### src/rtl/cmp_seq16.sv
// cmp_seq16: serial MSB-first magnitude comparator driving an external 4-bit comparator
//   clk, rst            : clock, synchronous active-high reset
//   start, ready        : compare request (taken only while ready is high in IDLE)
//   a_in, b_in          : operands, captured on accept
//   nib_a, nib_b        : current nibble pair sent to the external comparator
//   nib_eq/alb/agb      : flags returned by the external comparator
//   done                : one-cycle pulse when the result is valid
//   eq, alb, agb, err   : registered result; err marks flags that were not one-hot
//   nib_cnt             : number of nibbles examined in the last compare
module cmp_seq16 #(
   parameter int N_NIB = 4
) (
   input  logic                     clk,
   input  logic                     rst,
   input  logic                     start,
   input  logic [4*N_NIB-1:0]       a_in,
   input  logic [4*N_NIB-1:0]       b_in,
   output logic                     ready,
   output logic [3:0]               nib_a,
   output logic [3:0]               nib_b,
   input  logic                     nib_eq,
   input  logic                     nib_alb,
   input  logic                     nib_agb,
   output logic                     done,
   output logic                     eq,
   output logic                     alb,
   output logic                     agb,
   output logic                     err,
   output logic [$clog2(N_NIB):0]   nib_cnt
);
   localparam int W  = 4 * N_NIB;
   localparam int IW = $clog2(N_NIB);
   localparam int CW = IW + 1;
   localparam logic [IW-1:0] IDX_TOP = IW'(N_NIB - 1);
   typedef enum logic [1:0] {S_IDLE, S_CMP, S_DONE} state_t;
   state_t        state_q, state_d;
   logic [W-1:0]  a_q, a_d, b_q, b_d, a_sh, b_sh;
   logic [IW-1:0] idx_q, idx_d;
   logic [CW-1:0] cnt_q, cnt_d;
   logic          eq_q, eq_d, alb_q, alb_d, agb_q, agb_d, err_q, err_d;
   logic [2:0]    flags;
   logic          hit_eq, onehot;
   assign flags  = {nib_eq, nib_alb, nib_agb};
   assign hit_eq = flags == 3'b100;
   assign onehot = hit_eq || flags == 3'b010 || flags == 3'b001;
   assign a_sh   = a_q >> {idx_q, 2'b00};
   assign b_sh   = b_q >> {idx_q, 2'b00};
   always_ff @(posedge clk) begin
      if (rst) state_q <= S_IDLE;
      else     state_q <= state_d;
   end
   // Only an equal nibble with lower nibbles still pending keeps the compare going.
   always_comb begin
      state_d = (state_q == S_IDLE) ? (start ? S_CMP : S_IDLE)
              : (state_q == S_CMP)  ? ((hit_eq && idx_q != '0) ? S_CMP : S_DONE)
              : S_IDLE;
   end
   always_comb begin
      ready = state_q == S_IDLE;
      done  = state_q == S_DONE;
      nib_a = (state_q == S_CMP) ? a_sh[3:0] : 4'h0;
      nib_b = (state_q == S_CMP) ? b_sh[3:0] : 4'h0;
   end
   always_comb begin
      a_d   = a_q;
      b_d   = b_q;
      idx_d = idx_q;
      cnt_d = cnt_q;
      eq_d  = eq_q;
      alb_d = alb_q;
      agb_d = agb_q;
      err_d = err_q;
      if (state_q == S_IDLE && start) begin
         a_d   = a_in;
         b_d   = b_in;
         idx_d = IDX_TOP;
         cnt_d = '0;
         eq_d  = 1'b0;
         alb_d = 1'b0;
         agb_d = 1'b0;
         err_d = 1'b0;
      end else if (state_q == S_CMP) begin
         cnt_d = cnt_q + 1'b1;
         idx_d = (idx_q != '0) ? idx_q - 1'b1 : idx_q;
         eq_d  = hit_eq && idx_q == '0;
         alb_d = flags == 3'b010;
         agb_d = flags == 3'b001;
         err_d = !onehot;
      end
   end
   always_ff @(posedge clk) begin
      if (rst) begin
         a_q   <= '0;
         b_q   <= '0;
         idx_q <= '0;
         cnt_q <= '0;
         eq_q  <= 1'b0;
         alb_q <= 1'b0;
         agb_q <= 1'b0;
         err_q <= 1'b0;
      end else begin
         a_q   <= a_d;
         b_q   <= b_d;
         idx_q <= idx_d;
         cnt_q <= cnt_d;
         eq_q  <= eq_d;
         alb_q <= alb_d;
         agb_q <= agb_d;
         err_q <= err_d;
      end
   end
   assign eq      = eq_q;
   assign alb     = alb_q;
   assign agb     = agb_q;
   assign err     = err_q;
   assign nib_cnt = cnt_q;
endmodule
### config.mk
export PLATFORM = sky130hd
export DESIGN_NAME = cmp_seq16
export DESIGN_NICKNAME = d
export VERILOG_FILES = /design/src/rtl/cmp_seq16.sv
export SDC_FILE = /design/constraint.sdc
export NUM_CORES = 1
export LEC_CHECK = 0
export ABC_AREA = 1
export BUFFER_PORTS_ARGS = -buffer_cell sky130_fd_sc_hd__buf_2
export CORE_UTILIZATION = 51
export DETAILED_ROUTE_END_ITERATION = 10
export GPL_TIMING_DRIVEN = 0
export PLACE_DENSITY_LB_ADDON = 0.1
export SETUP_SLACK_MARGIN = 0.05
export SLEW_MARGIN = 10
export SYNTH_ARGS = -nofsm -noshare
export SYNTH_HDL_FRONTEND = slang
export SYNTH_SLANG_ARGS = --single-unit
### constraint.sdc
create_clock -name clk -period 1.7 [get_ports clk]
set_input_delay 0.085 -clock clk [delete_from_list [all_inputs] [get_ports clk]]
set_output_delay 0.085 -clock clk [all_outputs]
set_load 0.005 [all_outputs]
==> results of run 1 <==
metal layers:
layer	track usage	vias up	share of wire
li1	-	984	-
met1	0.296	832	0.47
met2	0.402	40	0.48
met3	0.0474	9	0.032
met4	0.116	0	0.020
met5	0	-	0
layout make-up:
type	instances	share of cell area
well taps	46	0.0244
clock buffers	6	0.0307
flip-flops and latches	43	0.365
repair inverters	1	0.00318
plain buffers	14	0.0413
clock inverters	1	0.0127
inverters	16	0.0281
multi-input cells	198	0.376
repair buffers	55	0.119
Yosys cell counts, drive strengths merged:
library cell,instances
a21oi,12
buf,11
clkbuf,3
clkinv,1
dfxtp,43
ha,2
inv,15
nand2,17
nand3,6
nor2,109
nor3b,1
o211ai,1
o21ai,48
xor2,2
registers in the layout, indices dropped and copies added (netlist names):
signal   count
a_q         16
agb          1
alb          1
b_q         16
eq           1
err          1
idx_q        2
nib_cnt      3
state_q      2
report_power, final:
part,internal (mW),switching [mW]
registers,1.09,0.0444
clock network,0.431,0.333
logic,0.178,0.250
how the worst max path moves through the flow:
stage / start / to / slack (ns) / cells after the start
after floorplan: idx_q[0] / idx_q[0] / 0.34 / 9
after global placement: idx_q[0] / idx_q[0] / 0.17 / 9
after detailed placement: idx_q[0] / idx_q[0] / 0.15 / 9
after CTS: idx_q[1] / nib_a[0] / 0.05 / 6
after global routing: idx_q[0] / nib_b[3] / 0.05 / 7
final: idx_q[0] / nib_a[2] / 0.17 / 6
cell families (layout without fill, tap and decap cells):
family,count (synthesis),count (layout)
DFF,43,43
and+or+nand+nor,133,133
adders and majority gates,2,2
buffers and inverters,30,93
AOI/OAI and AO/OA,61,61
xor gates and xnor gates,2,2
timing repair:
action | 4_1_cts | 5_1_grt
setup endpoints to repair | 3 | 11
gates cloned | 0 | 1
hold endpoints to repair | 1 | 0
hold buffers | 1 | 0
gates resized for setup | 2 | 9
tightest hold or removal path, delay by kind of cell:
kind            cells  cell delay, ns
simple gates        1            0.07
compound gates      1            0.05
buf+inv             1            0.07
stage by stage:
step           power, mW  cell area [um^2]  utilization  instances
2_1_floorplan       1.42              1900            -        271
3_3_place_gp        1.55              2220        0.646        371
3_5_place_dp        1.56              2220        0.646        371
4_1_cts             2.32              2340        0.679        379
5_1_grt             2.45              2360        0.686        380
6_report            2.32              2360        0.686        380
==> metrics.md, run 1 <==
| Metric | Value |
|---|---|
| Status | finished, final reports clean |
| Crit path buf inv count | 4 |
| Worst Tran Pin Value | 0.350 ns |
| Routability congestion estimate | 0.819 |
| Synthesis-to-layout area growth | 24.5% |
| Gate Count Post-Synth | 271 |
| Clk root buf | clkbuf_8 |
| RSZ-0062 raised after global routing | true |
| Main combinational cell family by area after synthesis | simple AND/OR/NAND/NOR gates |
| Worst path max stage delay | 0.31 ns |
| Initial antenna violation count | 0 |
| Worst-case reg-to-reg path depth | 9 |
| Hpwl dp | 3130 um |
| # port buffers | 54 |
| Pre-CTS setup slack | 0.153 ns |
| Crit path DAT | 1.44 ns |
| Hold Path Sink | a_q[15] |
| GR Overflow Total | 0 |
| Nets | 374 |
| Sequential area share after synthesis | 0.454 |
| Chip width | 63.0 um |
| H-tree Lvls | 2 |
| Vias in the first global route | 1,736 |
| Tcrit/Tclk final | 0.898 |
| Largest net degree at the start of global routing | 13 |
| Unique masters post-synth | 21 |
| Peak VDD IR | 576 uV |
| Clock Skews | 0.00839 ns |
| Required @ worst endpoint | 1.62 ns |
| Most frequent cells in the layout | nor2_1, buf_2, dfxtp_1 |
| Max frequency | 655 MHz |
| Min Tclk post-route | 1.53 ns |
| WL/cell | 11.8 um |
| GRT Total Usage | 0.242 |
| Area leader, netlist | dfxtp_1 |
| Syn Nets | 311 |
| Via count | 1,865 |
| Setup CP Type | flop to output port |
| Min Hold Slack | 0.0131 ns |
| Most common cell after layout, fill and taps aside | nor2_1 |
| Footprint of the multi-input gates | 888 um^2 |
| FF-to-FF End | idx_q[0] |
| Final WS setup | 0.173 ns |
| Worst Hold Depth | 3 |
| Max Cap Viol | 0 |
| Initial core utilization | 0.551 |
| CTS tree | built |
| Critical path endpoint category | output port |
| CP cell instances | buf_4, inv_4, buf_4, o21ai_0, a21oi_1, buf_2 |
| CTS Buffer Depth | 2 |
| CP most frequent cell | buf_4 |
| Core Area | 3440 um^2 |
| Antenna Violating Nets Remaining | 0 |
| Cts bufs inserted | 5 |
| Rows | 21 |
| Post-synthesis adder-cell area fraction | 0.0132 |
| Setup tns final | 0 ns |
| Synth warn | 0 |
| Filler cells | 340 |
| Family with the most delay on the worst path | buffers and inverters |
| Synth Area in Simple Gates | 0.284 |
| Pwr Density | 983 nW/um^2 |
| Synth top area share | 0.454 |
| Final hold vios | 0 |
| Hold crit path type | primary input to flop |
| Die Span Y | 63.0 um |
| # DRC | 0 |
| IO Pins | 55 |
| Slowest library cell on the worst path | dfxtp_1 |
| FF-to-FF Start | idx_q[0] |
| Post-synthesis mux area share | 0 |
| Post-Syn Area per Cell | 7.00 um^2 |
| Total Wirelength | 4480 um |
| #FFs+latches synth | 43 |
| Share of layout cells above drive strength 1 | 0.243 |
| Worst Path Max Fanout | 10 |
| First-pass GRT wire length | 7370 um |
| Pleak | 1.12 nW |
| Setup violations, final | 0 |
| Post-CTS Setup Repair Bufs | 0 |
| Compound-Gate Fraction of Synth Area | 0.162 |
| Synth Cell Area | 1900 um^2 |
| Clock slew at reported path FFs | 0.08 ns |
| Iteration-0 DRC Markers | 106 |
| Die area | 3970 um^2 |
| Worst skew pair latency | 0.30 ns |
| Reg2Reg Setup Slack | 0.21 ns |
| Relative slew margins | 0.767 |
| Reg area | 861 um^2 |
| CTS sink count | 43 |
| # diodes | 0 |
| Worst Setup Start Kind | flop |
| Drt pass-1 iters | 4 |
| Hold Path Origin | a_in[15] |
| Slew Limit Fails | 0 |
| Post-synthesis xor/xnor area fraction | 0.00923 |
| Average vias per placed instance | 4.91 |
| Largest cells by area after synthesis | dfxtp_1, nor2_1, o21ai_0, a21oi_1, nand2_1 |
No activity file was read; power rests on OpenSTA's default activity.
==> run 2, diff against run 1 <==
--- a/config.mk
+++ b/config.mk
@@ -7,9 +7,11 @@
 export LEC_CHECK = 0
 export ABC_AREA = 1
 export BUFFER_PORTS_ARGS = -buffer_cell sky130_fd_sc_hd__buf_2
-export CORE_UTILIZATION = 51
+export CAP_MARGIN = 15
+export CORE_UTILIZATION = 55
 export DETAILED_ROUTE_END_ITERATION = 10
 export GPL_TIMING_DRIVEN = 0
+export MAX_ROUTING_LAYER = met4
 export PLACE_DENSITY_LB_ADDON = 0.1
 export SETUP_SLACK_MARGIN = 0.05
 export SLEW_MARGIN = 10
==> constraint.sdc (replaced) <==
create_clock -name clk -period 1.9 [get_ports clk]
set_input_delay 0.095 -clock clk [delete_from_list [all_inputs] [get_ports clk]]
set_output_delay 0.095 -clock clk [all_outputs]
set_load 0.005 [all_outputs]
==> metrics.md, run 2 (synthesis gave the netlist of run 1 again) <==
| Metric | Value |
|---|---|
| Status | finished, final reports clean (unchanged) |
| Filler cells | 250 (was 340) |
| Max Cap Viol | 0 (unchanged) |
| Peak VDD IR | 489 uV (was 576 uV) |
| Setup tns final | 0 ns (unchanged) |
| H-tree Lvls | 2 (unchanged) |
| Fin util | 0.808 (was 0.686) |
| Antenna Violating Nets Remaining | 0 (unchanged) |
| GR Overflow Total | 0 (unchanged) |
| Slew Limit Fails | 0 (unchanged) |
| CTS sink count | 43 (unchanged) |
| CTS tree | built (unchanged) |
| WL/cell | 11.9 um (was 11.8 um) |
| Rows | 20 (was 21) |
| Nets | 397 (was 374) |
| Routability congestion estimate | 0.826 (was 0.819) |
| # port buffers | 54 (unchanged) |
| Drt pass-1 iters | 5 (was 4) |
| Crit path DAT | 1.66 ns (was 1.44 ns) |
| Most common cell after layout, fill and taps aside | nor2_1 (unchanged) |
| Pwr Density | 780 nW/um^2 (was 983 nW/um^2) |
| Hold crit path type | primary input to flop (unchanged) |
| Reg power frac | 0.506 (was 0.487) |
| Required @ worst endpoint | 1.80 ns (was 1.62 ns) |
| Total power | 1.99 mW (was 2.32 mW) |
| Via count | 2,031 (was 1,865) |
| Hpwl dp | 3120 um (was 3130 um) |
| Worst Tran Pin Value | 0.368 ns (was 0.350 ns) |
| IO Pins | 55 (unchanged) |
| Min Tclk post-route | 1.76 ns |
| # DRC | 0 (unchanged) |
| Tcrit/Tclk final | 0.926 |
| Clock slew at reported path FFs | 0.12 ns (was 0.08 ns) |
| NetSw | 0.556 mW (was 0.627 mW) |
| Max frequency | 569 MHz |
| Synthesis-to-layout area growth | 34.4% (was 24.5%) |
| CTS Buffer Depth | 2 (unchanged) |
| Post-DP Area | 2220 um^2 (about the same) |
| Footprint of the multi-input gates | 888 um^2 (unchanged) |
| Chip width | 60.7 um (was 63.0 um) |
| Largest net degree at the start of global routing | 13 (unchanged) |
| Average vias per placed instance | 5.06 (was 4.91) |
| Die area | 3690 um^2 (was 3970 um^2) |
| Setup violations, final | 0 (unchanged) |
| Cts bufs inserted | 5 (unchanged) |
| Relative slew margins | 0.754 (was 0.767) |
| Crit path buf inv count | 4 (unchanged) |
| Worst Setup Start Kind | flop (unchanged) |
| Worst skew pair latency | 0.36 ns (was 0.30 ns) |
| RSZ-0062 raised after global routing | false (was true) |
| Switch share | 0.280 (was 0.270) |
| Initial antenna violation count | 0 (unchanged) |
| GRT Total Usage | 0.299 (was 0.242) |
| Clock Skews | 0.00859 ns (was 0.00839 ns) |
| Post-Layout Inst Area | 2550 um^2 (was 2360 um^2) |
| Die Span Y | 60.7 um (was 63.0 um) |
| Clk root buf | clkbuf_4 (was clkbuf_8) |
| Family with the most delay on the worst path | buffers and inverters (unchanged) |
| Slowest library cell on the worst path | dfxtp_1 (unchanged) |
| P_int | 1.43 mW (was 1.69 mW) |
| First-pass GRT wire length | 7760 um (was 7370 um) |
| Setup CP Type | flop to output port (unchanged) |
| Reg area | 861 um^2 (unchanged) |
| Iteration-0 DRC Markers | 149 (was 106) |
| Pleak | 1.20 nW (was 1.12 nW) |
| Total Wirelength | 4770 um (was 4480 um) |
| Vias in the first global route | 1,915 (was 1,736) |
| Most frequent cells in the layout | nor2_1, buf_2, o21ai_0 (was nor2_1, buf_2, dfxtp_1) |
| Final hold vios | 0 (unchanged) |
| Gate power share | 0.214 (was 0.184) |
| Core Area | 3150 um^2 (was 3440 um^2) |
| # diodes | 0 (unchanged) |
| Worst Path Max Fanout | 10 (unchanged) |
| Clock share of power | 0.280 (was 0.329) |
| Initial core utilization | 0.602 (was 0.551) |
| Worst path max stage delay | 0.33 ns (was 0.31 ns) |
| Critical path endpoint category | output port (unchanged) |
| CP cell instances | clkbuf_4, clkinvlp_4, buf_4, o21ai_0, a21oi_1, buf_2 (was buf_4, inv_4, buf_4, o21ai_0, a21oi_1, buf_2) |
| Share of layout cells above drive strength 1 | 0.230 (was 0.243) |
-- run 2: cell types whose count changed in the layout (fill, tap and decap cells not counted) --
cell           previous run  this run
o21ai_0                  41        44
clkbuf_4                  0         6
buf_6                     3         1
buf_4                     5         8
o21ai_1                   7         4
clkbuf_8                  5         0
dlygate4sd3_1             1        23
inv_4                     1         0
-- run 2: cell type report --
class | count | area share
multi-input cells | 198 | 0.349
flip-flops and latches | 43 | 0.338
repair buffers | 79 | 0.202
plain buffers | 14 | 0.0353
inverters | 16 | 0.0265
well taps | 44 | 0.0216
clock buffers | 6 | 0.0162
clock inverters | 1 | 0.0118
-- run 2: final timing paths --
path / start / end / slack (ns) / depth (start not counted)
max: idx_q[0] / nib_a[3] / 0.14 / 6
min: a_in[3] / a_q[3] / 0.003 / 3
max reg2reg: idx_q[0] / idx_q[0] / 0.29 / 9
min reg2reg: eq / eq / 0.48 / 2
-- run 2: worst register-to-register path: cells and delay by family, from the launching register on --
| family | cells | cell delay (ns) |
|---|---|---|
| and+or+nand+nor | 4 | 0.41 |
| DFF | 1 | 0.33 |
| adders and majority gates | 1 | 0.25 |
| buffers and inverters | 4 | 0.58 |
-- run 2: per-layer routing --
metal  vias to the layer above  GRT usage  wire length, um
met3                         7     0.0853              345
met1                       911      0.339             2000
met5                         -          -                0
met2                        82      0.513             2370
met4                         0     0.0844               60
li1                       1031          -                -
-- run 2: stage by stage --
stage | hold WS, ns | setup WS, ns | std cells
6_report | 0.00292 | 0.141 | 401
5_1_grt | 0.00888 | 0.0706 | 401
2_1_floorplan | 0.164 | 0.545 | 271
4_1_cts | 0.000795 | 0.128 | 399
3_3_place_gp | 0.277 | 0.357 | 369
3_5_place_dp | 0.274 | 0.333 | 369
-- run 2: power groups by stage --
stage	sequential [mW]	combinational (mW)	clock, mW
6_report	1.01	0.424	0.557
5_1_grt	1.02	0.479	0.599
4_1_cts	1.01	0.409	0.557
3_5_place_dp	1.03	0.371	0
3_3_place_gp	1.03	0.360	0
2_1_floorplan	1.02	0.255	0
-- run 2: timing repair --
action	CTS	global route
hold buffers	23	0
gates resized for setup	0	3
hold endpoints to repair	23	0
setup buffers	0	2
endpoints found under the setup margin	0	6
==> run 3, diff against run 2 <==
--- a/config.mk
+++ b/config.mk
@@ -8,9 +8,10 @@
 export ABC_AREA = 1
 export BUFFER_PORTS_ARGS = -buffer_cell sky130_fd_sc_hd__buf_2
 export CAP_MARGIN = 15
-export CORE_UTILIZATION = 55
+export CORE_UTILIZATION = 51
 export DETAILED_ROUTE_END_ITERATION = 10
 export GPL_TIMING_DRIVEN = 0
+export HOLD_SLACK_MARGIN = 0.06
 export MAX_ROUTING_LAYER = met4
 export PLACE_DENSITY_LB_ADDON = 0.1
 export SETUP_SLACK_MARGIN = 0.05
==> constraint.sdc (replaced) <==
create_clock -name clk -period 1.8 [get_ports clk]
set_input_delay 0.09 -clock clk [delete_from_list [all_inputs] [get_ports clk]]
set_output_delay 0.09 -clock clk [all_outputs]
set_load 0.005 [all_outputs]
==> metrics.md, run 3 (synthesis gave the netlist of run 1 again) <==
| Metric | Value |
|---|---|
| Status | finished, final reports clean (unchanged) |
| WL/cell | 11.7 um (was 11.9 um) |
| Chip width | 63.0 um (was 60.7 um) |
| CTS sink count | 43 (unchanged) |
| Worst Setup Start Kind | flop (unchanged) |
| # diodes | 0 (unchanged) |
| Routability congestion estimate | 0.831 (was 0.826) |
| Largest net degree at the start of global routing | 13 (unchanged) |
| Initial antenna violation count | 0 (unchanged) |
| Core Area | 3440 um^2 (was 3150 um^2) |
| Peak VDD IR | 584 uV (was 489 uV) |
| Clk root buf | clkbuf_8 (was clkbuf_4) |
| Synthesis-to-layout area growth | 36.9% (was 34.4%) |
| Pwr Density | 857 nW/um^2 (was 780 nW/um^2) |
| Clock Skews | 0.00599 ns (was 0.00859 ns) |
| Total Wirelength | 4710 um (was 4770 um) |
| Max Cap Viol | 0 (unchanged) |
| Footprint of the multi-input gates | 888 um^2 (unchanged) |
| GR Overflow Total | 0 (unchanged) |
| CTS tree | built (unchanged) |
| Critical path endpoint category | output port (unchanged) |
| First-pass GRT wire length | 7950 um (was 7760 um) |
| Final WS setup | 0.168 ns (was 0.141 ns) |
| GRT Total Usage | 0.268 (was 0.299) |
| Required @ worst endpoint | 1.71 ns (was 1.80 ns) |
| Die area | 3970 um^2 (was 3690 um^2) |
| Pre-CTS setup slack | 0.253 ns (was 0.333 ns) |
| # port buffers | 54 (unchanged) |
| Antenna Violating Nets Remaining | 0 (unchanged) |
| Min Tclk post-route | 1.63 ns |
| Tcrit/Tclk final | 0.906 |
| Max frequency | 613 MHz |
| Clock slew at reported path FFs | 0.08 ns (was 0.12 ns) |
| Nets | 398 (was 397) |
| Initial core utilization | 0.551 (was 0.602) |
| Hpwl dp | 3130 um (was 3120 um) |
| Average vias per placed instance | 4.86 (was 5.06) |
| Die Span Y | 63.0 um (was 60.7 um) |
| Drt pass-1 iters | 4 (was 5) |
| Via count | 1,962 (was 2,031) |
| Rows | 21 (was 20) |
| Hold crit path type | primary input to flop (unchanged) |
| Crit path DAT | 1.54 ns (was 1.66 ns) |
| Most common cell after layout, fill and taps aside | nor2_1 (unchanged) |
| RSZ-0062 raised after global routing | false (unchanged) |
| # DRC | 0 (unchanged) |
| Reg area | 861 um^2 (unchanged) |
| H-tree Lvls | 2 (unchanged) |
| Worst Path Max Fanout | 9 (was 10) |
| Cts bufs inserted | 5 (unchanged) |
| Worst Tran Pin Value | 0.339 ns (was 0.368 ns) |
| Most frequent cells in the layout | nor2_1, buf_2, o21ai_0, dfxtp_1, dlygate4sd3_1 (was nor2_1, buf_2, o21ai_0) |
| Setup violations, final | 0 (unchanged) |
| Pleak | 1.22 nW (was 1.20 nW) |
| Reg2Reg Setup Slack | 0.24 ns (was 0.29 ns) |
| Share of layout cells above drive strength 1 | 0.229 (was 0.230) |
| Setup CP Type | flop to output port (unchanged) |
| Filler cells | 293 (was 250) |
| Final hold vios | 0 (unchanged) |
| CTS Buffer Depth | 2 (unchanged) |
| Slew Limit Fails | 0 (unchanged) |
| Worst skew pair latency | 0.30 ns (was 0.36 ns) |
| Relative slew margins | 0.774 (was 0.754) |
| Iteration-0 DRC Markers | 109 (was 149) |
| Vias in the first global route | 1,889 (was 1,915) |
| IO Pins | 55 (unchanged) |
| Setup tns final | 0 ns (unchanged) |
-- run 3: cell count changes in the layout (fill, tap and decap cells not counted), sizes merged --
cell / change
dlygate4sd3: +1
-- run 3: power breakdown --
| group | internal [mW] | switching [mW] | leakage (nW) | total [mW] |
|---|---|---|---|---|
| clock | 0.406 | 0.310 | 0.0513 | 0.717 |
| sequential | 1.03 | 0.0408 | 0.355 | 1.07 |
| combinational | 0.203 | 0.240 | 0.813 | 0.443 |
-- run 3: layout make-up --
class                   instances  area share
multi-input cells             198       0.342
clock inverters                 1      0.0116
clock buffers                   6      0.0280
plain buffers                  14      0.0361
flip-flops and latches         43       0.332
inverters                      16      0.0260
well taps                      46      0.0222
repair buffers                 80       0.202
-- run 3: final timing paths --
path | start | end | depth (start not counted)
worst max-delay path | idx_q[0] | nib_b[2] | 6
worst min-delay path | b_in[9] | b_q[9] | 3
worst max register to register | idx_q[0] | idx_q[0] | 9
worst min register to register | a_q[7] | a_q[7] | 2
-- run 3: metal layers --
layer | part of all wire | up-vias | global-route usage
met5 | 0 | - | -
met4 | 0.019 | 0 | 0.116
met3 | 0.039 | 9 | 0.0438
met2 | 0.49 | 48 | 0.450
met1 | 0.45 | 874 | 0.312
li1 | - | 1031 | -
-- run 3: repair_timing --
item	in CTS	in global routing
endpoints found under the setup margin	0	7
buffers inserted	0	2
hold endpoints to repair	24	0
resized for setup	0	5
hold buffers	24	0
-- run 3: worst max-delay path: stages, from the launching register on --
cell        delay, ns
dfxtp_1          0.31
clkbuf_4         0.20
clkinvlp_4       0.11
buf_4            0.15
o21ai_0          0.23
a21oi_1          0.11
buf_2            0.13
-- run 3: stage by stage --
| stage | cell area [um^2] | std cells | hold slack, ns | util | total power, mW |
|---|---|---|---|---|---|
| after floorplan | 1900 | 271 | 0.159 | - | 1.35 |
| after global placement | 2220 | 371 | 0.267 | 0.646 | 1.46 |
| after detailed placement | 2220 | 371 | 0.273 | 0.646 | 1.47 |
| after CTS | 2570 | 402 | 0.0602 | 0.746 | 2.22 |
| after global routing | 2600 | 404 | 0.0721 | 0.754 | 2.35 |
| final | 2600 | 404 | 0.0650 | 0.754 | 2.23 |
